**src/rtl/pc_redirect_sequencer_pkg.sv**
```systemverilog
// Shared CPU constants for the PC sequencer: widths, fetch stride, reset PC and state encoding.
package pc_redirect_sequencer_pkg;

  localparam int unsigned PC_W      = 32;
  localparam int unsigned PC_STRIDE = 4;

  localparam logic [PC_W-1:0] RESET_PC_DEFAULT = 32'h0000_0000;

  typedef enum logic {
    ST_EMPTY = 1'b0,
    ST_HELD  = 1'b1
  } redirect_state_e;

endpackage

```
**src/rtl/pc_redirect_sequencer_pc_incrementer.sv**
```systemverilog
// Sequential successor adder (pc + instruction stride), kept apart so it can be shared later.
module pc_incrementer
  import pc_redirect_sequencer_pkg::*;
(
  input  logic [PC_W-1:0] pc,
  output logic [PC_W-1:0] pc_next
);

  assign pc_next = pc + PC_W'(PC_STRIDE);

endmodule

```
**src/rtl/pc_redirect_sequencer.sv**
```systemverilog
// Architectural PC owner: sequential advance plus a one-entry buffered redirect slot
// committed on the control unit's pc_write strobe, with sticky misaligned-target capture.
module pc_redirect_sequencer
  import pc_redirect_sequencer_pkg::*;
#(
  parameter logic [PC_W-1:0] RESET_PC = RESET_PC_DEFAULT
) (
  input  logic            CLK,
  input  logic            RST,
  input  logic            pc_write,
  input  logic            redirect_valid,
  input  logic [PC_W-1:0] redirect_target,
  output logic            redirect_ready,
  output logic [PC_W-1:0] pc,
  output logic [PC_W-1:0] pc_plus4,
  output logic            redirect_pending,
  output logic            misalign_err,
  output logic [PC_W-1:0] err_target
);

  redirect_state_e state_q, state_d;
  logic [PC_W-1:0] pc_q, pc_d;
  logic [PC_W-1:0] pend_target_q, pend_target_d;
  logic            misalign_err_q, misalign_err_d;
  logic [PC_W-1:0] err_target_q, err_target_d;

  logic accept;
  logic target_aligned;

  pc_incrementer u_pc_incrementer (
    .pc      (pc_q),
    .pc_next (pc_plus4)
  );

  // Slot frees in the same cycle it is consumed; no path from redirect_valid.
  assign redirect_ready = (state_q == ST_EMPTY) || pc_write;
  assign accept         = redirect_valid && redirect_ready;
  assign target_aligned = (redirect_target[1:0] == 2'b00);

  always_comb begin
    state_d        = state_q;
    pc_d           = pc_q;
    pend_target_d  = pend_target_q;
    misalign_err_d = misalign_err_q;
    err_target_d   = err_target_q;

    unique case (state_q)
      ST_EMPTY: begin
        if (pc_write) begin
          pc_d = (accept && target_aligned) ? redirect_target : pc_plus4;
        end else if (accept && target_aligned) begin
          pend_target_d = redirect_target;
          state_d       = ST_HELD;
        end
      end
      ST_HELD: begin
        if (pc_write) begin
          // Older buffered target always commits before a newly accepted one.
          pc_d = pend_target_q;
          if (accept && target_aligned) begin
            pend_target_d = redirect_target;
          end else begin
            state_d = ST_EMPTY;
          end
        end
      end
      default: state_d = ST_EMPTY;
    endcase

    // Misaligned targets complete the handshake but only record the error.
    if (accept && !target_aligned) begin
      misalign_err_d = 1'b1;
      if (!misalign_err_q) begin
        err_target_d = redirect_target;
      end
    end
  end

  always_ff @(posedge CLK or posedge RST) begin
    if (RST) begin
      state_q        <= ST_EMPTY;
      pc_q           <= RESET_PC;
      pend_target_q  <= '0;
      misalign_err_q <= 1'b0;
      err_target_q   <= '0;
    end else begin
      state_q        <= state_d;
      pc_q           <= pc_d;
      pend_target_q  <= pend_target_d;
      misalign_err_q <= misalign_err_d;
      err_target_q   <= err_target_d;
    end
  end

  assign pc               = pc_q;
  assign redirect_pending = (state_q == ST_HELD);
  assign misalign_err     = misalign_err_q;
  assign err_target       = err_target_q;

endmodule

```
**config.mk**
```make
export PLATFORM = sky130hd
export DESIGN_NAME = pc_redirect_sequencer
export DESIGN_NICKNAME = d
export VERILOG_FILES = /design/src/rtl/pc_redirect_sequencer_pkg.sv /design/src/rtl/pc_redirect_sequencer_pc_incrementer.sv /design/src/rtl/pc_redirect_sequencer.sv
export SDC_FILE = /design/constraint.sdc
export NUM_CORES = 1
export LEC_CHECK = 0
export CORE_AREA = 5 5 109 111
export CTS_CLUSTER_SIZE = 30
export DETAILED_ROUTE_END_ITERATION = 8
export DIE_AREA = 0 0 114 116
export PLACE_DENSITY = 0.79
export RECOVER_POWER = 50
export SLEW_MARGIN = 20
export SYNTH_ARGS = -nofsm -noshare
export SYNTH_HDL_FRONTEND = slang
export SYNTH_SLANG_ARGS = --single-unit
```
**constraint.sdc**
```tcl
create_clock -name CLK -period 3.88 [get_ports CLK]
set_clock_uncertainty 0.15 [all_clocks]
set_input_delay 0.776 -clock CLK [delete_from_list [all_inputs] [get_ports CLK]]
set_output_delay 0.776 -clock CLK [all_outputs]
set_load 0.03 [all_outputs]
```
==> impl_metrics.csv, run 1 <==
group,metric,value,unit
run_status,status,"finished, violations left",
run_status,violations,"capacitance limit, slew limit",
sta,finalSetupTns,0,ns
setup_path,required,2.95,ns
setup_path,arrival,2.77,ns
die,num_rows,38,
sta,setup_ws,0.183,ns
finish,final_common_cell,"dfrtp_1",
routing,routed_wl,14700,microns
finish,stdcell_area,6890,sq um
clock_tree,cts_tree,"built",
clock_tree,clk_pin_slew_worst_paths,0.09,ns
die,dieHeight,116,microns
sta,fin_crit_sh,95.3,%
sta,setup_viol,0,
place,placed_area,6670,sq um
setup_path,crit_path_max_fanout,10,
setup_path,r2r_cells,7,
synthesis,syn-num-nets,527,
job,cap_violations,1,
finish,layout-drive-gt1-share,19.1,%
power_and_ir_drop,clock_power_share,19.2,%
routing,firstDrtPassIters,5,
global_route,grt_overflow,0,
sta,finalHoldViolations,0,
place,dp.cells,744,
synthesis,synth-seq-area-share,47.7,%
power_and_ir_drop,p_switching,1.51,mW
finish,fin_nets,654,
power_and_ir_drop,leakage,2.94,nW
setup_path,endpoint_kind,"output port",
finish,mostFrequentLayoutCells,"dfrtp_1 (98), clkdlybuf4s50_1 (70), mux2_2 (59)",
sta,worst_pin_slew,2.25,ns
synthesis,yosys_warnings,0,
power_and_ir_drop,p_int,2.31,mW
routing,num_vias,4415,
routing,drc,0,
synthesis,synth_cell_types,59,
power_and_ir_drop,switching_share,39.5,%
finish,diodes,0,
place,io_buffer_count,134,
place,place_ws,0.366,ns
clock_tree,clk_latency,0.37,ns
sta,drv_slew,49,
clock_tree,root_buffer,"clkbuf_8",
clock_tree,cts_sinks,98,
sta,relSlewSlack,-50.7,%
finish,layout.cells.non_filler,759,
worst_hold_path,hold_depth,1,
sta,hold_slack,0.353,ns
power_and_ir_drop,power.share.sequential,38.6,%
sta,rsz0062_at_grt,"no",
place,gp_congestion,0.867,
power_and_ir_drop,power.density,554,nW/um^2
synthesis,synthArstFlopShare,100,%
routing,final_antenna_net_count,0,
global_route,grt_pass1_wl,23900,microns
place,hpwl,10800,microns
routing,wl_per_cell,19.4,microns
synthesis,synth-main-ff-cell,"dfrtp_1",
synthesis,synth_edf_count,0,
global_route,antenna_found_initial,0,
sta,min_period,3.70,ns
synthesis,syn_avg_cell_area,10.5,sq um
die,initial_core_util,48.0,%
setup_path,start_kind,"register",
power_and_ir_drop,p_total,3.82,mW
routing,avgViaCountPerCell,5.82,
die,die_w,114,microns
clock_tree,cts_made_buffers,9,
global_route,first_global_vias,4374,
power_and_ir_drop,combinationalPowerShare,42.2,%
die,io_pins,135,
clock_tree,holdBufCountCts,0,
die,die_area,13200,sq um
sta,fmax,0.270,GHz
synthesis,ys_seq_elements,98,
finish,areaGrowthSynthToFinish,34.1,%
clock_tree,cts_buffer_depth,2,
die,core,10700,sq um
power_and_ir_drop,ir_drop,0.294,mV
global_route,grt_max_degree,52,
setup_path,worst-setup-path-type,"register to output port",
synthesis,syn_inst,488,
clock_tree,cts-htree-levels,3,
synthesis,syn_area,5140,sq um
routing,drt_iter0_drc,319,
finish,final_util,64.4,%
worst_hold_path,hold_path.class,"register to register",
global_route,grt_usage,22.8,%
==> repair_timing <==
action	in CTS	in global routing
pin swaps	0	0
setup endpoints to repair	2	5
setup buffers	0	0
resized for setup	2	5
==> final cells by class <==
cell class,count,area [sq um]
timing repair buffer,151,1460
inverter,16,61.3
multi-input combinational,339,2520
fill,850,3810
clock buffer,11,141
tap,140,175
clock inverter,4,76.3
sequential,98,2450
==> routing by layer <==
metal	vias up	global-route usage [%]	wire length (microns)
met2	161	34.0	6860
met5	-	0	0
met1	2201	33.0	6490
met3	22	4.44	1010
li1	2031	-	-
met4	0	9.11	330
==> cells in the mapped netlist, types with 3 or more instances <==
| library cell | n | area (sq um) |
|---|---|---|
| a21oi_1 | 14 | 70.1 |
| ha_1 | 3 | 37.5 |
| a221oi_1 | 4 | 35.0 |
| o21ai_0 | 14 | 70.1 |
| mux2_2 | 59 | 664 |
| nand3_1 | 13 | 65.1 |
| nand2_1 | 37 | 139 |
| a2bb2oi_1 | 7 | 61.3 |
| and4_1 | 4 | 35.0 |
| clkbuf_1 | 25 | 93.8 |
| o2bb2ai_1 | 5 | 43.8 |
| or3_1 | 3 | 18.8 |
| mux2i_1 | 8 | 80.1 |
| and3_1 | 7 | 43.8 |
| nor4_1 | 7 | 43.8 |
| nor3_1 | 10 | 50.1 |
| o221ai_1 | 5 | 43.8 |
| dfrtp_1 | 98 | 2450 |
| xnor2_1 | 15 | 131 |
| nand4_1 | 6 | 37.5 |
| a31oi_1 | 3 | 18.8 |
| a211oi_1 | 6 | 45.0 |
| a311oi_1 | 4 | 35.0 |
| a31o_2 | 4 | 35.0 |
| xor2_1 | 9 | 78.8 |
| a221o_1 | 3 | 30.0 |
| inv_1 | 16 | 60.1 |
| nor2_1 | 41 | 154 |
| o311a_1 | 4 | 40.0 |
| nand2b_1 | 3 | 18.8 |
| buf_2 | 5 | 25.0 |
| or4_1 | 5 | 37.5 |
==> power by group through the flow <==
stage | clock, mW | combinational [mW] | sequential (mW)
after floorplan | 0 | 0.711 | 1.73
after global placement | 0 | 1.63 | 1.48
after detailed placement | 0 | 1.65 | 1.50
after CTS | 0.748 | 1.66 | 1.48
after global routing | 0.785 | 1.71 | 1.51
final | 0.734 | 1.61 | 1.47
==> final timing paths <==
| path | to | from | slack [ns] |
|---|---|---|---|
| worst max-delay path | pc_plus4[25] | pc[4] | 0.18 |
| worst min-delay path | err_target[18] | err_target[18] | 0.35 |
| worst max register to register | pc[21] | redirect_pending | 1.11 |
| worst min register to register | err_target[18] | err_target[18] | 0.35 |
| max in group asynchronous | pc[26] | RST | 0.61 |
| min in group asynchronous | err_target[11] | RST | 1.31 |
==> registers in the layout, indices dropped and copies added (netlist names) <==
register          cells
pc                   32
err_target           32
redirect_pending      1
pend_target_q        32
misalign_err          1
==> logic make-up after synthesis <==
logic type | count (synthesis) | share of synthesized area [%]
multiplexers | 68 | 14.7
buffers and inverters | 51 | 4.02
XOR/XNOR | 24 | 4.09
flip-flops | 98 | 47.7
AND/OR/NAND/NOR | 151 | 15.1
AO/OA/AOI/OAI | 93 | 13.6
adder cells (fa/ha/maj) | 3 | 0.731
==> critical path, cell delays in order, from the launching register on <==
cell             delay, ns
dfrtp_1               0.50
nand4_4               0.22
or4_4                 0.63
nor2_1                0.22
xor2_1                0.16
clkdlybuf4s50_1       0.68
Power figures use the tool's default switching activity.
==> run 2: changes to the inputs <==
--- a/config.mk
+++ b/config.mk
@@ -5,11 +5,11 @@
 export SDC_FILE = /design/constraint.sdc
 export NUM_CORES = 1
 export LEC_CHECK = 0
-export CORE_AREA = 5 5 109 111
+export CORE_AREA = 5 5 113 115
 export CTS_CLUSTER_SIZE = 30
 export DETAILED_ROUTE_END_ITERATION = 8
-export DIE_AREA = 0 0 114 116
-export PLACE_DENSITY = 0.79
+export DIE_AREA = 0 0 118 120
+export PLACE_DENSITY = 0.74
 export RECOVER_POWER = 50
 export SLEW_MARGIN = 20
 export SYNTH_ARGS = -nofsm -noshare
==> constraint.sdc (replaced) <==
create_clock -name CLK -period 3.8 [get_ports CLK]
set_clock_uncertainty 0.15 [all_clocks]
set_input_delay 0.76 -clock CLK [delete_from_list [all_inputs] [get_ports CLK]]
set_output_delay 0.76 -clock CLK [all_outputs]
set_load 0.03 [all_outputs]
==> impl_metrics.csv, run 2 (synthesis results as in run 1) <==
group,metric,value,unit
clock_tree,clk_pin_slew_worst_paths,0.07,ns
global_route,grt_pass1_wl,24500,microns
finish,areaGrowthSynthToFinish,36.0,%
power_and_ir_drop,leakage,2.98,nW
setup_path,slowest_delay,0.68,ns
die,num_rows,40,
global_route,grt_overflow,0,
die,die_area,14200,sq um
finish,fin_nets,659,
finish,fillers,1019,
sta,setup_viol,0,
setup_path,crit_path_max_fanout,9,
global_route,antenna_found_initial,0,
run_status,status,"finished, violations left",
setup_path,cp_slowest_cell,"clkdlybuf4s50_1",
sta,finalHoldViolations,0,
sta,min_period,3.63,ns
place,io_buffer_count,134,
worst_hold_path,hold_path.class,"register to register",
clock_tree,cts_sinks,98,
die,core,11700,sq um
clock_tree,cts-htree-levels,3,
power_and_ir_drop,ir_drop,0.299,mV
setup_path,endpoint_kind,"output port",
clock_tree,holdBufCountCts,0,
die,die_w,118,microns
sta,rsz0062_at_grt,"no",
power_and_ir_drop,power.density,577,nW/um^2
sta,hold_slack,0.339,ns
global_route,grt_usage,21.4,%
setup_path,required,2.89,ns
clock_tree,root_buffer,"clkbuf_16",
finish,final_common_cell,"dfrtp_1",
sta,drv_slew,74,
run_status,violations,"capacitance limit, slew limit",
place,hpwl,11100,microns
routing,firstDrtPassIters,6,
sta,relSlewSlack,-2.99,%
place,placed_area,6700,sq um
finish,stdcell_area,6990,sq um
routing,final_antenna_net_count,0,
routing,routed_wl,15200,microns
routing,avgViaCountPerCell,5.73,
setup_path,start_kind,"register",
routing,drc,0,
die,initial_core_util,43.9,%
die,dieHeight,120,microns
place,gp_congestion,0.886,
finish,diodes,0,
sta,worst_pin_slew,1.54,ns
job,cap_violations,1,
finish,mostFrequentLayoutCells,"dfrtp_1 (98), clkdlybuf4s50_1 (71), mux2_2 (59)",
routing,drt_iter0_drc,379,
finish,layout-drive-gt1-share,19.5,%
sta,finalSetupTns,0,ns
setup_path,worst-setup-path-type,"register to output port",
global_route,grt_max_degree,74,
die,io_pins,135,
clock_tree,post_cts_buffers,0,
clock_tree,clk_latency,0.34,ns
global_route,first_global_vias,4534,
clock_tree,cts_made_buffers,9,
clock_tree,cts_tree,"built",
routing,num_vias,4425,
setup_path,arrival,2.72,ns
sta,fmax,0.275,GHz
setup_path,path_cells,"nand4_4 > or4_4 > nor2_1 > xor2_1 > clkdlybuf4s50_1",
clock_tree,cts_buffer_depth,2,
routing,wl_per_cell,19.7,microns
sta,fin_crit_sh,95.6,%
[run 2: cell types whose count changed in the layout (fill, tap and decap cells not counted), sizes merged]
cell,delta
bufinv,-2
clkinvlp,-1
dlymetal6s2s,-1
clkdlybuf4s50,+1
clkbuf,+1
inv,+3
dlygate4sd3,-1
clkinv,+2
buf,+4
[run 2: repair_timing]
action                     4_1_cts  5_1_grt
gates resized for setup          2        5
setup endpoints to repair        2        4
gates cloned                     0        0
[run 2: cell type report]
cell class	count	area, sq um	share of cell area, %
clock buffer	10	229	3.28
clock inverter	6	50.0	0.716
inverter	16	60.1	0.859
multi-input combinational	339	2530	36.2
sequential	98	2450	35.1
tap	147	184	2.63
timing repair buffer	156	1490	21.3
[run 2: final timing paths]
| check | startpoint | end | slack (ns) | cells past startpoint |
|---|---|---|---|---|
| max | pc[11] | pc_plus4[25] | 0.17 | 5 |
| min | pend_target_q[11] | pend_target_q[11] | 0.34 | 1 |
| max reg2reg | redirect_pending | pc[28] | 1.12 | 8 |
| min reg2reg | pend_target_q[11] | pend_target_q[11] | 0.34 | 1 |
| max in group asynchronous | RST | pend_target_q[22] | 0.86 | 3 |
| min in group asynchronous | RST | err_target[11] | 1.17 | 2 |
[run 2: through the flow]
step | total power [mW] | instances | setup WS (ns) | utilization, %
floorplan | 2.49 | 488 | 0.328 | -
global placement | 3.19 | 756 | 0.340 | 57.2
detailed placement | 3.22 | 756 | 0.288 | 57.2
CTS | 4.08 | 772 | 0.000584 | 59.6
global route | 4.23 | 772 | 0.0590 | 59.7
finish | 4.03 | 772 | 0.166 | 59.7
[run 2: report_power, final]
group          internal (mW)  leakage (nW)  switching [mW]  total [mW]
combinational          0.703          1.63           0.946        1.65
sequential              1.27          1.21           0.238        1.51
clock                  0.453         0.135           0.414       0.867
[run 2: layer usage]
metal | vias to the layer above | global-route usage (%) | wire length, microns
li1 | 2054 | - | -
met1 | 2186 | 29.2 | 6680
met2 | 162 | 34.7 | 7350
met3 | 23 | 3.77 | 900
met4 | 0 | 6.67 | 258
met5 | - | 0 | 0
[run 2: critical path: cells and delay by family, from the launching register on]
kind	cells	cell delay [ns]
buffers and inverters	1	0.68
XOR/XNOR	1	0.17
flip-flops	1	0.51
AND/OR/NAND/NOR	3	1.02
